**src/rtl/slot_request_queue.sv**
```systemverilog
// ---------------------------------------------------------------------------
// slot_request_queue
//
// Slot-addressed request buffer for the CCI-P transmit path. A push stores one
// request word in a free slot and reports the slot id. A later pop by slot id
// reads the word back and returns the slot to an internal free-slot FIFO.
// The free-slot FIFO is filled by an explicit initialization sequence
// (ids 0..N-1 in ascending order) before any push or pop is accepted.
//
// Ports:
//   clk               rising-edge clock
//   reset             asynchronous active-low reset
//   push_en_in        push request, one word per cycle
//   push_data_in      word to store
//   push_slot_id_out  slot allocated to the accepted push (held otherwise)
//   push_done_out     one-cycle pulse, push accepted
//   pop_en_in         pop request
//   pop_slot_id_in    slot to read and free
//   pop_data_out      registered word read from the popped slot (held otherwise)
//   initialize        start free-list fill (level, sampled in IDLE)
//   initialized       high once the free list is full, until reset
//   error             sticky error flag (overflow, bad pop, access before ready)
// ---------------------------------------------------------------------------
module slot_request_queue #(
    parameter int DATA_WIDTH = 64,
    parameter int LSIZE      = 3
) (
    input  logic                  clk,
    input  logic                  reset,
    input  logic                  push_en_in,
    input  logic [DATA_WIDTH-1:0] push_data_in,
    output logic [LSIZE-1:0]      push_slot_id_out,
    output logic                  push_done_out,
    input  logic                  pop_en_in,
    input  logic [LSIZE-1:0]      pop_slot_id_in,
    output logic [DATA_WIDTH-1:0] pop_data_out,
    input  logic                  initialize,
    output logic                  initialized,
    output logic                  error
);

    localparam int N = 1 << LSIZE;

    typedef enum logic [1:0] {
        IDLE,
        INIT,
        READY
    } state_t;

    state_t state_q, state_d;

    logic [DATA_WIDTH-1:0] mem [N];
    logic [LSIZE-1:0]      free_fifo [N];
    logic [LSIZE-1:0]      head_q, tail_q;
    logic [LSIZE:0]        count_q;
    logic [N-1:0]          alloc_q;

    logic             fifo_wr;
    logic [LSIZE-1:0] fifo_wr_id;
    logic             push_ok;
    logic             pop_rd;
    logic             pop_free;
    logic             err_set;
    logic [LSIZE-1:0] alloc_id;

    // The slot handed out by a push is always the current head of the free FIFO.
    assign alloc_id = free_fifo[head_q];

    // NOTE: every signal gets a default before the case so no path leaves a
    // value unassigned; a missing default would infer a latch.
    always_comb begin
        state_d    = state_q;
        fifo_wr    = 1'b0;
        fifo_wr_id = tail_q;
        push_ok    = 1'b0;
        pop_rd     = 1'b0;
        pop_free   = 1'b0;
        err_set    = 1'b0;

        case (state_q)
            IDLE: begin
                // tail_q is 0 here, so the first id written is 0.
                if (initialize) begin
                    fifo_wr = 1'b1;
                    state_d = INIT;
                end
            end
            INIT: begin
                // During the fill the tail pointer equals the next id to write.
                fifo_wr = 1'b1;
                if (tail_q == LSIZE'(N - 1)) begin
                    state_d = READY;
                end
            end
            READY: begin
                // A slot freed this cycle lands at the tail, so it cannot
                // rescue a push that finds the FIFO empty.
                push_ok    = push_en_in && (count_q != '0);
                pop_rd     = pop_en_in;
                pop_free   = pop_en_in && alloc_q[pop_slot_id_in];
                fifo_wr    = pop_free;
                fifo_wr_id = pop_slot_id_in;
                err_set    = (push_en_in && (count_q == '0)) ||
                             (pop_en_in && !alloc_q[pop_slot_id_in]);
            end
            default: state_d = IDLE;
        endcase

        if (state_q != READY && (push_en_in || pop_en_in)) begin
            err_set = 1'b1;
        end
    end

    // NOTE: sequential state uses non-blocking assignments so every register
    // samples pre-edge values, independent of statement order.
    always_ff @(posedge clk or negedge reset) begin
        if (!reset) begin
            state_q          <= IDLE;
            head_q           <= '0;
            tail_q           <= '0;
            count_q          <= '0;
            alloc_q          <= '0;
            initialized      <= 1'b0;
            error            <= 1'b0;
            push_done_out    <= 1'b0;
            push_slot_id_out <= '0;
            pop_data_out     <= '0;
        end else begin
            state_q       <= state_d;
            initialized   <= (state_d == READY);
            push_done_out <= push_ok;
            count_q       <= count_q + (LSIZE + 1)'(fifo_wr) - (LSIZE + 1)'(push_ok);

            if (err_set) begin
                error <= 1'b1;
            end
            if (fifo_wr) begin
                tail_q <= tail_q + 1'b1;
            end
            if (push_ok) begin
                head_q           <= head_q + 1'b1;
                push_slot_id_out <= alloc_id;
            end

            // A pushed slot is free and a freed slot is allocated, so the two
            // bitmap updates never target the same bit.
            if (pop_free) begin
                alloc_q[pop_slot_id_in] <= 1'b0;
            end
            if (push_ok) begin
                alloc_q[alloc_id] <= 1'b1;
            end
            if (pop_rd) begin
                pop_data_out <= mem[pop_slot_id_in];
            end
        end
    end

    // NOTE: storage arrays carry no reset; their contents are only meaningful
    // once written, and resetting them would prevent RAM inference.
    always_ff @(posedge clk) begin
        if (push_ok) begin
            mem[alloc_id] <= push_data_in;
        end
        if (fifo_wr) begin
            free_fifo[tail_q] <= fifo_wr_id;
        end
    end

endmodule

```
**config.mk**
```make
export PLATFORM = sky130hd
export DESIGN_NAME = slot_request_queue
export DESIGN_NICKNAME = d
export VERILOG_FILES = /design/src/rtl/slot_request_queue.sv
export SDC_FILE = /design/constraint.sdc
export NUM_CORES = 1
export LEC_CHECK = 0
export ABC_AREA = 1
export ABC_CLOCK_PERIOD_IN_PS = 3520
export CAP_MARGIN = 40
export CORE_AREA = 2 2 217 219
export CTS_BUF_LIST = sky130_fd_sc_hd__clkbuf_2
export DETAILED_ROUTE_END_ITERATION = 10
export DIE_AREA = 0 0 219 221
export GPL_TIMING_DRIVEN = 0
export PLACE_DENSITY_LB_ADDON = 0.15
export REMOVE_ABC_BUFFERS = 1
export SYNTH_ARGS = -nofsm -noshare
export SYNTH_HDL_FRONTEND = slang
export SYNTH_SLANG_ARGS = --single-unit
```
**constraint.sdc**
```tcl
create_clock -name clk -period 3.52 [get_ports clk]
set_input_delay 0.704 -clock clk [delete_from_list [all_inputs] [get_ports clk]]
set_output_delay 0.704 -clock clk [all_outputs]
set_load 0.01 [all_outputs]
```
==> impl_metrics.yaml <==
power_and_ir_drop:
  peakVddDrop_uv: 285.3
  power_density_nw_per_um2: 565.1
  p_leak_uw: 0.01122
drt:
  drtIter0Drc: 1441
  ant_nets: 0
  firstDrtPassIters: 5
  drc: 0
  wl_per_cell_um: 18.84
  vias_per_cell: 5.382
  routed_wl_um: 57630
  dr_total_vias: 16460
critical_path:
  cp.arrival_ns: 4.35
  r2r-start: "state_q[0]$_DFF_PN0_"
  reg2reg_depth: 14
  cp-endpoint: "count_q[2]$_DFF_PN0_"
  setup.worst_path.class: "primary input to register"
  required_ns: 4.53
  worst-r2r-setup-slack_ns: 0.39
  start_kind: "primary input"
  crit_start: "pop_slot_id_in[2]"
  crit_path_max_fanout: 53
  r2r_end: "count_q[2]$_DFF_PN0_"
  worstSetupEndpointType: "register"
sta:
  setup_violations: 0
  maxSlewViolCount: 0
  fin_crit_sh_pct: 94.74
  finalCriticalPeriod_ns: 3.335
  skew_ns: 0.07240
  rsz0062_at_grt: "no"
  finalWorstSetupSlack_ns: 0.1853
  max_freq_ghz: 0.2999
  final_hold_viol_count: 0
  tightest_slew_ns: 0.9228
  slew-limit-headroom_pct: 38.48
finish:
  ff_latch_area_um2: 18350
  final_core_util_pct: 62.01
  n_fill_cell: 3710
  drive_above_1_share_pct: 13.81
  final_common_cell: "nand2_1"
  layout_common_cells: "770 x nand2_1, 536 x edfxtp_1, 251 x clkbuf_2, 226 x a21oi_1, 137 x clkdlybuf4s50_1"
  synthToLayoutAreaGrowth_pct: 14.43
  nets: 2402
  multiInputGateArea_um2: 5813
place:
  place_ws_ns: -0.9068
  dp_hpwl_um: 29320
  routabilityCongestion: 0.8111
  port_buffers: 141
floorplan:
  core-area_um2: 46060
  num_rows: 79
  start_util_pct: 54.19
  die_y_um: 221
  fp.dieW_um: 219
  dieArea_um2: 48400
  io_pins: 142
synthesis:
  ys_ff_latch: 626
  seq_area_frac_synth_pct: 73.50
  synth.distinct_cells: 32
  yosys_warnings: 0
  postSynthAreaPerCell_um2: 11.80
  netlist_area_um2: 24960
  syn_inst: 2116
clock_tree:
  path_clk_slew_ns: 0.10
  cts_sinks: 626
  tritoncts: "built"
  post_cts_buffers: 0
  cts-root-buf: "clkbuf_2"
  clock_latency_ns: 1.12
  clockBufferDepth: 3
  numCtsBuffers: 151
  cts_htree_levels: 4
global_route:
  track_usage_pct: 24.30
  grt_max_degree: 149
  grt_pass1_vias: 16540
  overflow: 0
  grt_pass1_wl_um: 89440
  antenna_found_initial: 6
min_path:
  hp-class: "primary input to asynchronous set/reset pin"
run_status:
  status: "completed"
run:
  drv_cap: 0
[metrics by stage]
step / cells / hold slack, ns / instance area (um2) / power, uW / TNS, ns
global route: 3056 / 0.08025 / 28550 / 16990 / 0
global placement: 2753 / 0.4555 / 26580 / 11490 / -2659.77
detailed placement: 2774 / 0.4637 / 27110 / 11550 / -8.731
finish: 3059 / 0.1090 / 28560 / 16140 / 0
CTS: 3054 / 0.02600 / 28550 / 16300 / 0
floorplan: 2005 / 0.4084 / 24410 / 10290 / -9.042
[timing repair]
item,in CTS,in global routing
hold buffers,1,0
resized for setup,0,0
endpoints found under the hold margin,74,0
[cells by family (layout without fill, tap and decap cells)]
logic type | count (synthesis) | after routing | synth area share [%]
adder cells (fa/ha/maj) | 9 | 9 | 0.4812
AND/OR/NAND/NOR | 970 | 970 | 15.94
AO/OA/AOI/OAI | 327 | 327 | 6.682
other | 0 | 5 | 0
XOR/XNOR | 4 | 4 | 0.1404
buffers and inverters | 180 | 511 | 3.248
flip-flops | 626 | 626 | 73.50
[worst min path at each step]
| stage | startpoint | to | slack (ns) | cells past startpoint |
|---|---|---|---|---|
| 6_report | reset | pop_data_out[36]$_DFFE_PN0P_ | 0.11 | 2 |
| 5_1_grt | reset | pop_data_out[36]$_DFFE_PN0P_ | 0.08 | 2 |
| 4_1_cts | reset | pop_data_out[11]$_DFFE_PN0P_ | 0.03 | 2 |
| 3_5_place_dp | pop_data_out[16]$_DFFE_PN0P_ | pop_data_out[16]$_DFFE_PN0P_ | 0.46 | 2 |
| 3_3_place_gp | alloc_q[5]$_DFF_PN0_ | alloc_q[5]$_DFF_PN0_ | 0.46 | 2 |
| 2_1_floorplan | reset | alloc_q[0]$_DFF_PN0_ | 0.41 | 0 |
[cells in the mapped netlist]
cell type  count  area share [%]
nand2_1      770              12
edfxtp_1     536              64
a21oi_1      226             4.5
dfrtp_1       90             9.0
nand3_1       90             1.8
buf_2         72             1.4
o21ai_0       69             1.4
inv_1         62            0.93
or2_1         29            0.73
nor2_1        25            0.38
clkbuf_1      21            0.32
or2_2         18            0.45
o21ai_1       16            0.32
buf_4         10            0.30
a21boi_1       9            0.27
and2_1         9            0.23
nor3_1         9            0.18
ha_1           8            0.40
buf_1          7            0.11
inv_2          7            0.11
o22ai_1        7            0.18
nand3b_1       6            0.18
nand4_1        4            0.10
nor2_2         4            0.10
nand2_2        2           0.050
nand3_2        2           0.080
xnor2_1        2           0.070
xor2_1         2           0.070
buf_6          1           0.045
fa_1           1           0.080
nand2_4        1           0.045
nor2_4         1           0.045
[routing by layer]
| layer | up-vias | GRT usage, % | share of wire, % |
|---|---|---|---|
| met5 | - | 0 | 0.069 |
| met4 | 6 | 10.14 | 2.3 |
| met3 | 114 | 5.649 | 7.8 |
| met2 | 596 | 39.25 | 49 |
| met1 | 7955 | 31.82 | 41 |
| li1 | 7793 | - | - |
[state kept, by name, summed over array words and instances (netlist names)]
name,flops
count_q,4
tail_q,3
head_q,3
mem,512
push_slot_id_out,3
state_q,2
pop_data_out,64
initialized,1
alloc_q,8
error,1
free_fifo,24
push_done_out,1
[power breakdown]
group	switching (uW)	internal, uW	total, uW	leakage (uW)
Combinational	1370	1100	2470	0.00409
Clock	2760	2010	4770	0.00115
Sequential	301	8610	8910	0.00599
[worst max-delay path, stage by stage]
cell	delay, ns
buf_4	0.68
inv_4	0.39
nor2_4	0.40
buf_12	0.24
nand2_1	0.08
nor2_1	0.12
nor2_2	0.08
nand2_4	0.15
nand2_2	0.10
nand2_2	0.11
inv_2	0.12
ha_1	0.28
inv_1	0.06
ha_1	0.15
inv_1	0.06
fa_1	0.41
xnor2_1	0.14
[cell type report]
class	count	share of cell area, %
tap	607	2.659
multi-input combinational	1310	20.35
clock buffer	251	4.398
sequential	626	64.24
clock inverter	28	0.6089
antenna	5	0.04381
timing repair buffer	163	6.672
inverter	69	1.029
Power figures use the tool's default switching activity.
